==> src/rtl/fire_pkg.sv <==
//==============================================================================
// Module : fire_pkg
// Brief  : Shared constants, FSM encoding and helpers for the fire spawner.
// Rev    : 1.0  initial release
//==============================================================================
`default_nettype none

package fire_pkg;

    localparam int          c_CELLS_DEFAULT = 9;
    // Galois feedback mask for x^16 + x^14 + x^13 + x^11 + 1 (right-shifting form)
    localparam logic [15:0] c_LFSR_TAPS     = 16'hB400;

    typedef enum logic [0:0] {
        c_ST_IDLE = 1'b0,
        c_ST_RUN  = 1'b1
    } fire_fsm_e;

    function automatic int age_width(input int n);
        return (n <= 2) ? 1 : $clog2(n);
    endfunction

    // Repeated compare-subtract keeps the candidate reduction divider-free
    function automatic logic [3:0] mod_cells(input logic [3:0] v, input int n);
        logic [3:0] r;
        r = v;
        for (int k = 0; k < 16; k++) begin
            if (int'(r) >= n) r = r - 4'(n);
        end
        return r;
    endfunction

endpackage

`default_nettype wire

==> src/rtl/fire_spawner_lfsr16.sv <==
//==============================================================================
// Module : lfsr16
// Brief  : 16-bit Galois LFSR with seed parameter and step enable.
// Rev    : 1.0  initial release
//==============================================================================
`default_nettype none

module lfsr16
    import fire_pkg::*;
#(
    parameter logic [15:0] SEED = 16'hACE1
)(
    input  logic        clk,
    input  logic        rst,
    input  logic        en,
    output logic [15:0] state
);

    always_ff @(posedge clk) begin
        if (rst) begin
            state <= SEED;
        end else if (en) begin
            state <= state[0] ? ((state >> 1) ^ c_LFSR_TAPS) : (state >> 1);
        end
    end

endmodule

`default_nettype wire

==> src/rtl/fire_spawner.sv <==
//==============================================================================
// Module : fire_spawner
// Brief  : Spawns, ages and expires fire cells; resolves box hits into pulses.
//          FIRE_SPAWNER_WRONG_HIT_EN enables the wrong_o (dark-cell press) path.
// Rev    : 1.0  initial release
//==============================================================================
`default_nettype none

module fire_spawner
    import fire_pkg::*;
#(
    parameter int          CELLS        = c_CELLS_DEFAULT,
    parameter int          LIFETIME     = 4,
    parameter int          SPAWN_PERIOD = 2,
    parameter int          MAX_ACTIVE   = 3,
    parameter logic [15:0] LFSR_SEED    = 16'hACE1
)(
    input  logic             clk,
    input  logic             rst,
    input  logic             tick,
    input  logic             run,
    input  logic [CELLS-1:0] hit_pulse,
    output logic [CELLS-1:0] fire_state,
    output logic             hit_o,
    output logic [3:0]       hit_count,
    output logic             miss_o,
    output logic             wrong_o
);

    localparam int              c_AW          = age_width(LIFETIME);
    localparam int              c_SW          = age_width(SPAWN_PERIOD);
    localparam logic [c_AW-1:0] c_AGE_LAST    = c_AW'(LIFETIME - 1);
    localparam logic [c_SW-1:0] c_SPAWN_LAST  = c_SW'(SPAWN_PERIOD - 1);
    localparam logic [3:0]      c_MAX_ACTIVE  = 4'(MAX_ACTIVE);

    fire_fsm_e                  r_state;
    logic [CELLS-1:0][c_AW-1:0] r_age;
    logic [CELLS-1:0][c_AW-1:0] w_age_nx;
    logic [c_SW-1:0]            r_spawn_cnt;
    logic [c_SW-1:0]            w_spawn_cnt_nx;
    logic [CELLS-1:0]           w_fire_nx;
    logic [CELLS-1:0]           w_hit_mask;
    logic [CELLS-1:0]           w_miss_mask;
    logic [CELLS-1:0]           w_cand_hot;
    logic [3:0]                 w_hit_cnt;
    logic [3:0]                 w_active;
    logic [3:0]                 w_cand;
    logic                       w_spawn;
    logic [15:0]                w_lfsr;
    logic                       w_lfsr_en;
    logic                       w_lfsr_unused;

    assign w_lfsr_en     = (r_state == c_ST_RUN);
    assign w_lfsr_unused = ^w_lfsr[15:4];

    lfsr16 #(
        .SEED  (LFSR_SEED)
    ) u_lfsr (
        .clk   (clk),
        .rst   (rst),
        .en    (w_lfsr_en),
        .state (w_lfsr)
    );

    always_comb begin
        w_hit_mask     = hit_pulse & fire_state;
        w_cand         = mod_cells(w_lfsr[3:0], CELLS);
        w_hit_cnt      = '0;
        w_active       = '0;
        w_cand_hot     = '0;
        w_miss_mask    = '0;
        w_fire_nx      = fire_state;
        w_age_nx       = r_age;
        w_spawn_cnt_nx = r_spawn_cnt;

        for (int i = 0; i < CELLS; i++) begin
            w_hit_cnt     = w_hit_cnt + {3'b000, w_hit_mask[i]};
            w_active      = w_active + {3'b000, fire_state[i]};
            w_cand_hot[i] = (w_cand == 4'(i));
        end

        // Candidate must be dark before the edge, so a cell cleared now never respawns now
        w_spawn = tick && (r_spawn_cnt == c_SPAWN_LAST) &&
                  ((w_cand_hot & fire_state) == '0) && (w_active < c_MAX_ACTIVE);

        for (int i = 0; i < CELLS; i++) begin
            if (w_hit_mask[i]) begin
                w_fire_nx[i] = 1'b0;
                w_age_nx[i]  = '0;
            end else if (fire_state[i] && tick) begin
                if (r_age[i] == c_AGE_LAST) begin
                    w_fire_nx[i]   = 1'b0;
                    w_age_nx[i]    = '0;
                    w_miss_mask[i] = 1'b1;
                end else begin
                    w_age_nx[i] = r_age[i] + 1'b1;
                end
            end
            if (w_spawn && w_cand_hot[i]) begin
                w_fire_nx[i] = 1'b1;
                w_age_nx[i]  = '0;
            end
        end

        if (tick) begin
            w_spawn_cnt_nx = (r_spawn_cnt == c_SPAWN_LAST) ? '0 : r_spawn_cnt + 1'b1;
        end
    end

    always_ff @(posedge clk) begin
        if (rst) begin
            r_state     <= c_ST_IDLE;
            fire_state  <= '0;
            r_age       <= '0;
            r_spawn_cnt <= '0;
            hit_o       <= 1'b0;
            hit_count   <= '0;
            miss_o      <= 1'b0;
        end else begin
            hit_o     <= 1'b0;
            hit_count <= '0;
            miss_o    <= 1'b0;
            case (r_state)
                c_ST_IDLE: begin
                    fire_state  <= '0;
                    r_age       <= '0;
                    r_spawn_cnt <= '0;
                    if (run) r_state <= c_ST_RUN;
                end
                c_ST_RUN: begin
                    if (!run) begin
                        r_state     <= c_ST_IDLE;
                        fire_state  <= '0;
                        r_age       <= '0;
                        r_spawn_cnt <= '0;
                    end else begin
                        fire_state  <= w_fire_nx;
                        r_age       <= w_age_nx;
                        r_spawn_cnt <= w_spawn_cnt_nx;
                        hit_o       <= (w_hit_cnt != 4'd0);
                        hit_count   <= w_hit_cnt;
                        miss_o      <= |w_miss_mask;
                    end
                end
                default: r_state <= c_ST_IDLE;
            endcase
        end
    end

`ifdef FIRE_SPAWNER_WRONG_HIT_EN
    logic r_wrong;

    always_ff @(posedge clk) begin
        if (rst) begin
            r_wrong <= 1'b0;
        end else begin
            r_wrong <= (r_state == c_ST_RUN) && run && |(hit_pulse & ~fire_state);
        end
    end

    assign wrong_o = r_wrong;
`else
    assign wrong_o = 1'b0;
`endif

endmodule

`default_nettype wire

==> config.mk <==
export PLATFORM = sky130hd
export DESIGN_NAME = fire_spawner
export DESIGN_NICKNAME = d
export VERILOG_FILES = /design/src/rtl/fire_pkg.sv /design/src/rtl/fire_spawner_lfsr16.sv /design/src/rtl/fire_spawner.sv
export SDC_FILE = /design/constraint.sdc
export NUM_CORES = 1
export LEC_CHECK = 0
export ABC_CLOCK_PERIOD_IN_PS = 25100
export BUFFER_PORTS_ARGS = -buffer_cell sky130_fd_sc_hd__buf_2
export CORE_MARGIN = 2
export CORE_UTILIZATION = 63
export DETAILED_ROUTE_END_ITERATION = 16
export PLACE_DENSITY = 0.82
export SLEW_MARGIN = 0
export SYNTH_ARGS = -nofsm -noshare
export SYNTH_HDL_FRONTEND = slang
export SYNTH_HIERARCHICAL = 1
export SYNTH_SLANG_ARGS = --single-unit
==> constraint.sdc <==
create_clock -name clk -period 25.1 [get_ports clk]
set_input_delay 5.02 -clock clk [delete_from_list [all_inputs] [get_ports clk]]
set_output_delay 5.02 -clock clk [all_outputs]
set_load 0.005 [all_outputs]
==> flow_summary.yaml, run 1 <==
grt:
  grt-ovfl-total: 0
  grt_antenna_before_repair: 0
  grt_pass1_wl_um: 24800
  grt_use_total: 0.296
  grt_pass1_vias: 5591
  grt_max_degree: 37
run:
  maxCapViolCount: 0
clock_network:
  cts_root_buffer: "clkbuf_8"
  hold_buffers: 0
  cts-htree-levels: 2
  cts_resized: 0
  cts_setup_buffers: 0
  cts_buffers: 5
  cts_tree: "built"
  clk_latency_ns: 0.31
  cts_max_path_buffers: 2
  clkTransAtPathRegs_ns: 0.10
  clock_sinks: 51
timing:
  maxSlewHeadroom: 0.385
  finalMaxSlewViolations: 0
  hold_ws_ns: 0.484
  worstMarginPinSlew_ns: 0.921
  fmax_ghz: 0.0469
  period_share: 0.849
  hold_viol_final: 0
  finalSetupTns_ns: 0
  setup_viol: 0
  fin_skew_ns: 0.0101
  rsz0062_at_grt: "false"
  worst_slack_ns: 3.80
  layout_min_cycle_time_ns: 21.30
placement:
  dp.cells: 839
  pre_cts_ws_ns: 4.30
  dpl_cell_area_um2: 5860
  gp_congestion: 0.971
  post-dp-hpwl_um: 11200
  io_buffers: 27
routing:
  viasPerCell: 6.93
  via_count: 5873
  first_pass_iters: 5
  drt-total-wl_um: 14500
  drc_errors: 0
  wire_per_inst_um: 17.1
  drtIter0Drc: 343
  antenna_left: 0
worst_setup_path:
  path_buf_inv: 12
  r2r_slack_ns: 3.80
  cp_slowest_cell: "dfxtp_1"
  critical_path_class: "flip-flop to flip-flop"
  ff2ff_path_depth: 90
  crit_family: "compound AO/OA/AOI/OAI gates"
  cpPeakStageDelay_ns: 0.76
  crit_top_cell: "ha_1"
  startpoint_type: "flip-flop"
  end_kind: "flip-flop"
  worstPathRequired_ns: 25.29
  worst_r2r_startpoint: "u_lfsr/state[0]"
  critical_path_peak_fanout: 18
  timing.rr.end: "r_age[12]"
  worstPathArrival_ns: 21.49
finish:
  area_delta_synth_final_pct: 4.62
  n_antenna_cell: 0
  final_net_count: 791
  drive_gt1_frac: 0.129
  final_area_um2: 5980
  stdcell_count: 847
power_and_ir_drop:
  ir_drop_v: 0.0000640
  p_per_area_nw_per_um2: 33.9
  power.leakage_nw: 2.21
yosys:
  ys.flop_type: "dfxtp_1"
  ys_ff_latch: 51
  synth_edf_count: 0
  synth_common_cells: "71 x nand2_1, 55 x nor2_1, 51 x dfxtp_1"
  synth_cells: 724
  yosysSeqAreaShare: 0.179
  async_reset_ff_frac: 0
  synth.most_common_cell: "nand2_1"
  yosysWarnings: 6
  synth_cell_type_count: 112
  syn-num-nets: 777
  yosys.area.top_type: "dfxtp_1"
  synth_top_area_share: 0.179
  postSynthAreaPerCell_um2: 7.89
  syn_area_um2: 5710
  synth_area_leaders: "dfxtp_1 18%, ha_1 6.6%, nand2_1 4.7%"
hold_path:
  hold_depth: 1
  hold_path_end: "u_lfsr/state[5]"
  hp-class: "flip-flop to flip-flop"
  hold_start: "u_lfsr/state[6]"
floorplanning:
  initial_core_util: 0.652
  num_rows: 34
  die_x_um: 99.2
  ioPinCount: 29
  coreArea_um2: 8760
  die_h_um: 99.2
  fp.dieArea_um2: 9840
status:
  status: "finished, final reports clean"
==> per-stage QoR <==
step / util / total power [mW]
6_report: 0.682 / 0.203
3_3_place_gp: 0.669 / 0.142
4_1_cts: 0.682 / 0.203
5_1_grt: 0.682 / 0.213
3_5_place_dp: 0.669 / 0.144
2_1_floorplan: - / 0.133
==> state kept, by name, summed over array words and instances, names as in the netlist <==
name / cells
hit_count: 4
fire_state: 9
r_spawn_cnt: 1
r_state: 1
hit_o: 1
u_lfsr/state: 16
r_age: 18
miss_o: 1
==> final cells by class <==
| type | count | area, um2 |
|---|---|---|
| Clock buffer | 5 | 68.8 |
| Clock inverter | 3 | 47.5 |
| Fill cell | 740 | 2790 |
| Inverter | 51 | 194 |
| Multi-Input combinational cell | 602 | 4370 |
| Sequential cell | 51 | 1020 |
| Tap cell | 108 | 135 |
| Timing Repair Buffer | 27 | 135 |
==> power by group <==
part	internal [mW]	leakage (nW)	switching, mW	total (mW)
clock network	0.0302	0.0587	0.0286	0.0589
logic	0.0210	1.74	0.0383	0.0593
registers	0.0824	0.414	0.00223	0.0846
==> how the worst max path moves through the flow <==
stage | end | startpoint | cells past startpoint | slack (ns)
6_report | r_age[12] | u_lfsr/state[0] | 90 | 3.80
5_1_grt | r_age[0] | u_lfsr/state[0] | 91 | 2.00
4_1_cts | r_age[12] | u_lfsr/state[0] | 90 | 4.14
3_5_place_dp | r_age[0] | u_lfsr/state[0] | 90 | 4.30
3_3_place_gp | r_age[12] | u_lfsr/state[0] | 90 | 4.98
2_1_floorplan | fire_state[0] | u_lfsr/state[0] | 94 | 7.12
==> cells in the final DEF, fill, tap and decap left out, drive strengths merged, types with 21 or more instances in the layout <==
cell,instances
nand2,72
nor2,58
inv,52
dfxtp,51
a21oi,41
o21ai,34
ha,30
buf,27
nor3,22
and2,21
==> cells by family after synthesis <==
| family | Yosys count | synth area share |
|---|---|---|
| simple gates | 280 | 0.266 |
| compound gates | 260 | 0.363 |
| buf+inv | 71 | 0.0554 |
| flops | 51 | 0.179 |
| fa+ha+maj | 40 | 0.101 |
| mux | 15 | 0.0265 |
| xor+xnor | 6 | 0.00920 |
| other cells | 1 | 0.000657 |
==> metal layers <==
| metal | global-route usage | vias up | part of all wire |
|---|---|---|---|
| li1 | - | 2825 | - |
| met2 | 0.515 | 214 | 0.48 |
| met3 | 0.0281 | 44 | 0.049 |
| met5 | 0 | - | 0 |
| met1 | 0.386 | 2790 | 0.44 |
| met4 | 0.0969 | 0 | 0.024 |
==> worst reg2reg max path: cells and delay by family, from the launching register on <==
| kind | cells | cell delay, ns |
|---|---|---|
| and+or+nand+nor | 33 | 6.92 |
| DFF | 1 | 0.76 |
| AOI/OAI and AO/OA | 28 | 7.37 |
| adders and majority gates | 16 | 4.65 |
| muxes | 1 | 0.21 |
| buffers and inverters | 12 | 1.23 |
No activity file was read; power rests on OpenSTA's default activity.
==> run 2, diff against run 1 <==
--- a/config.mk
+++ b/config.mk
@@ -5,7 +5,7 @@
 export SDC_FILE = /design/constraint.sdc
 export NUM_CORES = 1
 export LEC_CHECK = 0
-export ABC_CLOCK_PERIOD_IN_PS = 25100
+export ABC_CLOCK_PERIOD_IN_PS = 19690
 export BUFFER_PORTS_ARGS = -buffer_cell sky130_fd_sc_hd__buf_2
 export CORE_MARGIN = 2
 export CORE_UTILIZATION = 63
==> constraint.sdc (replaced) <==
create_clock -name clk -period 19.69 [get_ports clk]
set_input_delay 3.938 -clock clk [delete_from_list [all_inputs] [get_ports clk]]
set_output_delay 3.938 -clock clk [all_outputs]
set_load 0.005 [all_outputs]
==> run 2 against run 1 <==
Worst setup slack lost 2.8 ns. Routed wire length grew 3.6%. Register-to-register slack lost 2.8 ns. Combinational power grew 40%. Total power grew 32%. Die area is the same. Largest cell class unchanged. Highest routed layer unchanged.
==> flow_summary.yaml, run 2 (synthesis results as in run 1) <==
placement:
  dp.cells: 862
  io_buffers: 27
  dpl_cell_area_um2: 6030
  post-dp-hpwl_um: 11200
  gp_congestion: 0.933
worst_setup_path:
  worstPathRequired_ns: 19.95
  crit_start: "u_lfsr/state[1]"
  critical_path_class: "flip-flop to flip-flop"
  cpPeakStageDelay_ns: 0.45
  worst_r2r_startpoint: "u_lfsr/state[1]"
  end_kind: "flip-flop"
  startpoint_type: "flip-flop"
  path_buf_inv: 16
  cp_slowest_cell: "or3_4"
  critical_path_peak_fanout: 9
  crit_family: "simple AND/OR/NAND/NOR gates"
  worstPathArrival_ns: 18.92
finish:
  area_delta_synth_final_pct: 10.4
  largest_reg_flops: 18
  stdcell_count: 876
  layout_common_cells: "71 x nand2_1, 54 x nor2_1, 50 x dfxtp_1, 44 x inv_1, 34 x a21oi_1"
  final_area_um2: 6310
  drive_gt1_frac: 0.193
  reg.largest.list: "r_age (18), u_lfsr/state (16), fire_state (9)"
  fillCellCount: 687
  layout_commonest_cell: "nand2_1"
  top_register: "r_age"
  post-route-util: 0.720
  final_net_count: 820
  n_antenna_cell: 0
grt:
  grt_use_total: 0.294
  grt_pass1_wl_um: 25000
  grt_pass1_vias: 5550
  grt_antenna_before_repair: 0
  grt-ovfl-total: 0
  grt_max_degree: 37
floorplanning:
  fp.dieArea_um2: 9840
  num_rows: 34
  ioPinCount: 29
  die_h_um: 99.2
  coreArea_um2: 8760
  die_x_um: 99.2
  initial_core_util: 0.652
clock_network:
  hold_buffers: 0
  cts_tree: "built"
  clkTransAtPathRegs_ns: 0.10
  cts-htree-levels: 2
  clock_sinks: 51
  cts_max_path_buffers: 2
  cts_root_buffer: "clkbuf_8"
  cts_buffers: 5
  clk_latency_ns: 0.31
timing:
  worstMarginPinSlew_ns: 0.919
  finalMaxSlewViolations: 0
  maxSlewHeadroom: 0.387
  fmax_ghz: 0.0536
  period_share: 0.948
  setup_viol: 0
  fin_skew_ns: 0.00882
  layout_min_cycle_time_ns: 18.66
  hold_viol_final: 0
routing:
  wire_per_inst_um: 17.2
  drt-total-wl_um: 15000
  drtIter0Drc: 547
  antenna_left: 0
  drc_errors: 0
  viasPerCell: 6.82
  via_count: 5975
  first_pass_iters: 5
power_and_ir_drop:
  power.leakage_nw: 2.37
  p_per_area_nw_per_um2: 42.6
  ir_drop_v: 0.0000581
  finalPower_uw: 269
status:
  status: "finished, final reports clean"
run:
  maxCapViolCount: 0
hold_path:
  hold_start: "u_lfsr/state[7]"
  hp-class: "flip-flop to flip-flop"
==> run 2: cell types whose count changed in the layout (fill, tap and decap cells not counted), sizes merged <==
cell,before,now
clkinv,1,0
buf,27,56
clkbuf,5,6
==> run 2: area by class of cell <==
class | count | area, um2 | area share
Multi-Input combinational cell | 602 | 4480 | 0.711
Sequential cell | 51 | 1020 | 0.162
Timing Repair Buffer | 56 | 353 | 0.0559
Inverter | 51 | 194 | 0.0307
Tap cell | 108 | 135 | 0.0214
Clock buffer | 6 | 82.6 | 0.0131
Clock inverter | 2 | 38.8 | 0.00615
==> run 2: worst paths after layout <==
check,endpoint,slack (ns),cells after the start
worst min-delay path,u_lfsr/state[6],0.47,1
worst min register to register,u_lfsr/state[6],0.47,1
worst max register to register,fire_state[6],1.03,94
worst max-delay path,fire_state[6],1.03,94
==> run 2: power breakdown <==
group	switching, mW	internal, mW	total (mW)
Clock	0.0362	0.0418	0.0780
Sequential	0.00228	0.105	0.107
Combinational	0.0518	0.0314	0.0832
Total	0.0902	0.178	0.269
==> run 2: metrics by stage <==
| stage | setup WS [ns] | setup TNS, ns | hold WS (ns) |
|---|---|---|---|
| floorplan | 1.71 | 0 | 0.431 |
| global placement | 1.31 | 0 | 0.435 |
| detailed placement | 0.600 | 0 | 0.458 |
| CTS | 0.430 | 0 | 0.479 |
| global route | -0.242 | -1.85 | 0.488 |
| finish | 1.03 | 0 | 0.472 |
==> run 2: metal layers <==
layer  wire [um]  track usage
met5           0            0
met4         325       0.0748
met3        1030       0.0302
met2        7250        0.499
met1        6430        0.401
==> run 2: repair_timing <==
| item | in CTS | in global routing |
|---|---|---|
| setup endpoints to repair | 0 | 27 |
| setup buffers | 0 | 6 |
| resized for setup | 0 | 26 |
